<file path="config.mk">
export PLATFORM = sky130hd
export DESIGN_NAME = seq_divider
export DESIGN_NICKNAME = d
export VERILOG_FILES = /design/src/rtl/seq_divider.sv
export SDC_FILE = /design/constraint.sdc
export NUM_CORES = 1
export LEC_CHECK = 0
export ABC_CLOCK_PERIOD_IN_PS = 7100
export BUFFER_PORTS_ARGS = -buffer_cell sky130_fd_sc_hd__buf_2
export CAP_MARGIN = 20
export CORE_ASPECT_RATIO = 1.2
export CORE_MARGIN = 4
export CORE_UTILIZATION = 25
export CTS_BUF_LIST = sky130_fd_sc_hd__clkbuf_2
export DETAILED_ROUTE_END_ITERATION = 12
export GPL_TIMING_DRIVEN = 0
export SYNTH_ARGS = -nofsm -noshare
export SYNTH_HDL_FRONTEND = slang
export SYNTH_SLANG_ARGS = --single-unit
</file>
<file path="constraint.sdc">
create_clock -name clk -period 7.1 [get_ports clk]
set_input_delay 1.065 -clock clk [delete_from_list [all_inputs] [get_ports clk]]
set_output_delay 1.065 -clock clk [all_outputs]
set_load 0.02 [all_outputs]
</file>
<file path="src/rtl/seq_divider.sv">
// Sequential unsigned restoring divider: one quotient bit per clock, {remainder, quotient}
// kept in a single 2*WIDTH shift register, Run/Ready/Done handshake.
module seq_divider #(
    parameter int unsigned WIDTH = 32
) (
    input  logic             clk,
    input  logic             Reset,
    input  logic             Run,
    input  logic [WIDTH-1:0] Dividend_in,
    input  logic [WIDTH-1:0] Divisor_in,
    output logic             Ready,
    output logic             Done,
    output logic             Div_by_zero,
    output logic [WIDTH-1:0] Quotient,
    output logic [WIDTH-1:0] Remainder
);

    localparam int unsigned CW = $clog2(WIDTH);
    localparam int unsigned RW = 2 * WIDTH;
    localparam logic [CW-1:0] LAST_ITER = CW'(WIDTH - 1);

    typedef enum logic [1:0] {
        IDLE,
        CALC,
        DONE
    } state_t;

    state_t           state;
    logic [CW-1:0]    count;
    logic [RW-1:0]    r;
    logic [WIDTH-1:0] divisor_q;

    logic [RW-1:0]    shifted;
    logic [WIDTH:0]   diff;

    // Trial subtraction of the divisor from the shifted partial remainder; diff[WIDTH] is the borrow.
    always_comb begin
        shifted = {r[RW-2:0], 1'b0};
        diff    = {1'b0, shifted[RW-1:WIDTH]} - {1'b0, divisor_q};
    end

    always_ff @(posedge clk or negedge Reset) begin
        if (!Reset) begin
            state       <= IDLE;
            count       <= '0;
            r           <= '0;
            divisor_q   <= '0;
            Ready       <= 1'b1;
            Done        <= 1'b0;
            Div_by_zero <= 1'b0;
        end else begin
            case (state)
                IDLE: begin
                    if (Run) begin
                        divisor_q   <= Divisor_in;
                        count       <= '0;
                        Div_by_zero <= (Divisor_in == '0);
                        Ready       <= 1'b0;
                        if (Divisor_in == '0) begin
                            // Divide by zero short-circuits straight to an all-ones quotient.
                            r     <= {Dividend_in, {WIDTH{1'b1}}};
                            Done  <= 1'b1;
                            state <= DONE;
                        end else begin
                            r     <= {{WIDTH{1'b0}}, Dividend_in};
                            state <= CALC;
                        end
                    end
                end
                CALC: begin
                    if (diff[WIDTH]) begin
                        r <= shifted;
                    end else begin
                        r <= {diff[WIDTH-1:0], shifted[WIDTH-1:1], 1'b1};
                    end
                    count <= count + CW'(1);
                    if (count == LAST_ITER) begin
                        Done  <= 1'b1;
                        state <= DONE;
                    end
                end
                DONE: begin
                    Done  <= 1'b0;
                    Ready <= 1'b1;
                    state <= IDLE;
                end
                default: begin
                    Done  <= 1'b0;
                    Ready <= 1'b1;
                    state <= IDLE;
                end
            endcase
        end
    end

    assign Quotient  = r[WIDTH-1:0];
    assign Remainder = r[RW-1:WIDTH];

endmodule

</file>
==> results.ini <==
[critical_path]
path_delay_family=compound AO/OA/AOI/OAI gates
cp_num_buf_inv=2
r2r-start=r[31]$_DFFE_PN0P_
cp-startpoint=r[31]$_DFFE_PN0P_
crit_end=r[51]$_DFFE_PN0P_
cpPeakStageDelay_ns=0.46
crit_fanout=10
crit_cells=12
reg2reg_setup_slack_ns=3.95
ff2ff_path_depth=12
r2r_end=r[51]$_DFFE_PN0P_
cp_data_arrival_time_ns=3.76
critPathCaptureType=flip-flop
crit_chain=inv_1, ha_1, fa_1, nand2b_1, a21oi_2, o21ai_4, a31oi_4, a21oi_4, o21ai_4, buf_2, nand2_1, a211oi_2
startpoint_type=flip-flop
crit_required_ns=7.71
slowest_stage=dfrtp_1
crit_top_cell=o21ai_4
crit_type=reg -> reg

[cts]
cts.htree.levels=3
numCtsBuffers=9
cts_tree=done
clk_pin_slew_ns=0.33
cts_resized=0
cts_root_buf=clkbuf_2
postCtsSetupRepairBufs=0
clock_path_buffers=2
cts_num_sinks=106
ctsHoldBuffers=0
clk_latency_ns=0.68

[synth]
yosys_warnings=0
synth_edf_count=0
syn_avg_cell_area_um2=8.295
synth.area.top_cells=dfrtp_1 38%, nand2_1 6.3%, ha_1 6.2%
ys_seq_area_share_pct=38.82
synth_cells=824
synthDistinctLibCells=65
async_reset_ff_share_pct=100.0
yosys.area.top_type=dfrtp_1
synthesis.nets=926
synth_seq_cells=106
ys.flop_type=dfrtp_1
yosysTopAreaCellShare_pct=38.44
syn_area_mm2=0.006835

[final_layout]
layout.cells.non_filler=1317
finish.utilization_pct=29.89
final_cell_mix=141 x buf_2, 115 x nand2_1, 105 x dfrtp_1, 76 x nor2_1, 65 x a21oi_1
drive_above_1_share_pct=19.38
final_common_cell=buf_2
layout.nets=1072
areaGrowthSynthToFinish_pct=18.07

[drt]
dr_total_vias=6657
drtPass1Iterations=5
detail_route.iter0.violations=439
avgViaCountPerCell=5.055
drcViolationCount=0
wirelength_mm=24.92
drt.antenna.violating_nets=0
routedWlPerCell_um=18.92

[floorplan]
die_w_um=158.9
num_rows=66
core-area_mm2=0.02700
fp.dieArea_mm2=0.03006
initial_core_util_pct=25.31
die_h_um=189.1
io_pins=134

[sta]
rsz0062_at_grt=no
setup_violations=0
slew_viol_final=0
max-slew-margin-rel_pct=48.64
fin_crit_ns=3.149
final_hold_viol_count=0
fin_tns_setup_ns=0
max_freq_mhz=317.5
tightest_slew_ns=0.7645
period_share_pct=44.36
skew_ns=0.04244

[global_routing]
grt_pass1_wl_mm=38.63
overflow=0
gr-usage-all-layers_pct=16.29
antenna_found_initial=5
grt_max_degree=55
grt_pass1_vias=6549

[flow_run]
maxCapViolations=0

[power]
power.density_mw_per_mm2=628.7
ir_worst_vdd_uv=182.9
p_leak_uw=0.003537

[min_path]
timing.hold.worst.class=in -> async

[placement]
port_buffers=133
hpwlAfterDp_mm=20.13
routabilityCongestion=0.9179
dp_cells=1299

[run_status]
status=finished clean

[metal layers]
metal,wire (um),global-route usage (%),vias to the layer above
met5,35,0,-
met4,519,5.175,6
met3,1254,3.244,32
met2,11980,27.41,173
met1,11130,21.16,3217
li1,-,-,3229
[layout make-up]
cell class	count	area [um^2]
tap	340	425.4
antenna	2	5.005
fill	2873	18930
multi-input combinational	623	3790
clock inverter	7	52.55
sequential	106	2654
timing repair buffer	135	706.9
clock buffer	9	45.04
inverter	42	157.7
buffer	53	234.0
[kinds of logic after synthesis]
group                      after synthesis  share of synthesized area, %
AOI/OAI and AO/OA                      256                         24.79
xor gates and xnor gates                29                         3.716
adders and majority gates               35                         6.517
buffers and inverters                   95                         5.729
DFF                                    106                         38.82
muxes                                    4                        0.6406
and+or+nand+nor                        299                         19.79
[power by group]
part | internal (uW) | switching [uW]
sequential | 926 | 272
combinational | 1400 | 2190
clock | 48.1 | 238
total | 2370 | 2700
[flip-flops by register name (all words and copies together) (netlist names)]
signal       flops
Ready            1
state            2
Div_by_zero      1
r               64
Done             1
count            5
divisor_q       32
[worst min-delay path by stage]
| stage | start | cells after the start | slack (ns) | endpoint |
|---|---|---|---|---|
| 6_report | Reset | 1 | 0.38 | r[9]$_DFFE_PN0P_ |
| 5_1_grt | Reset | 1 | 0.40 | r[9]$_DFFE_PN0P_ |
| 4_1_cts | Reset | 1 | 0.38 | r[13]$_DFFE_PN0P_ |
| 3_5_place_dp | Ready$_DFFE_PN1P_ | 2 | 0.48 | Ready$_DFFE_PN1P_ |
| 3_3_place_gp | Ready$_DFFE_PN1P_ | 2 | 0.47 | Ready$_DFFE_PN1P_ |
| 2_1_floorplan | count[0]$_DFFE_PN0P_ | 1 | 0.47 | count[0]$_DFFE_PN0P_ |
[through the flow]
step / power, uW / setup slack (ns) / cell area, um^2 / hold WS [ns]
floorplan: 3776 / 4.314 / 6835 / 0.4679
global placement: 4731 / 3.339 / 7926 / 0.4715
detailed placement: 4769 / 3.358 / 7968 / 0.4780
CTS: 5068 / 3.963 / 8065 / 0.3769
global route: 5538 / 3.768 / 8070 / 0.3980
finish: 5074 / 3.951 / 8070 / 0.3771
[cell usage after synthesis, types with 2 or more instances]
master,n
nand2_1,115
dfrtp_1,105
nor2_1,76
a21oi_1,65
o21ai_0,57
inv_1,42
nor3_1,39
clkbuf_1,34
ha_1,34
o31ai_1,30
a31oi_1,22
nand3_1,21
a21o_1,19
xor2_1,17
nand4_1,13
xnor2_1,12
o211ai_1,11
buf_2,9
nor4_1,9
o22ai_1,9
and3_1,7
o21a_1,6
buf_1,4
buf_4,4
nand2b_1,4
o21ai_1,4
o21bai_1,4
a21oi_2,3
and4_1,3
nor2b_1,3
a221o_1,2
a221oi_2,2
a22o_1,2
mux2_2,2
nor3_2,2
o21ai_4,2
o31a_1,2
or3_1,2
(Power assumes the default switching activity.)
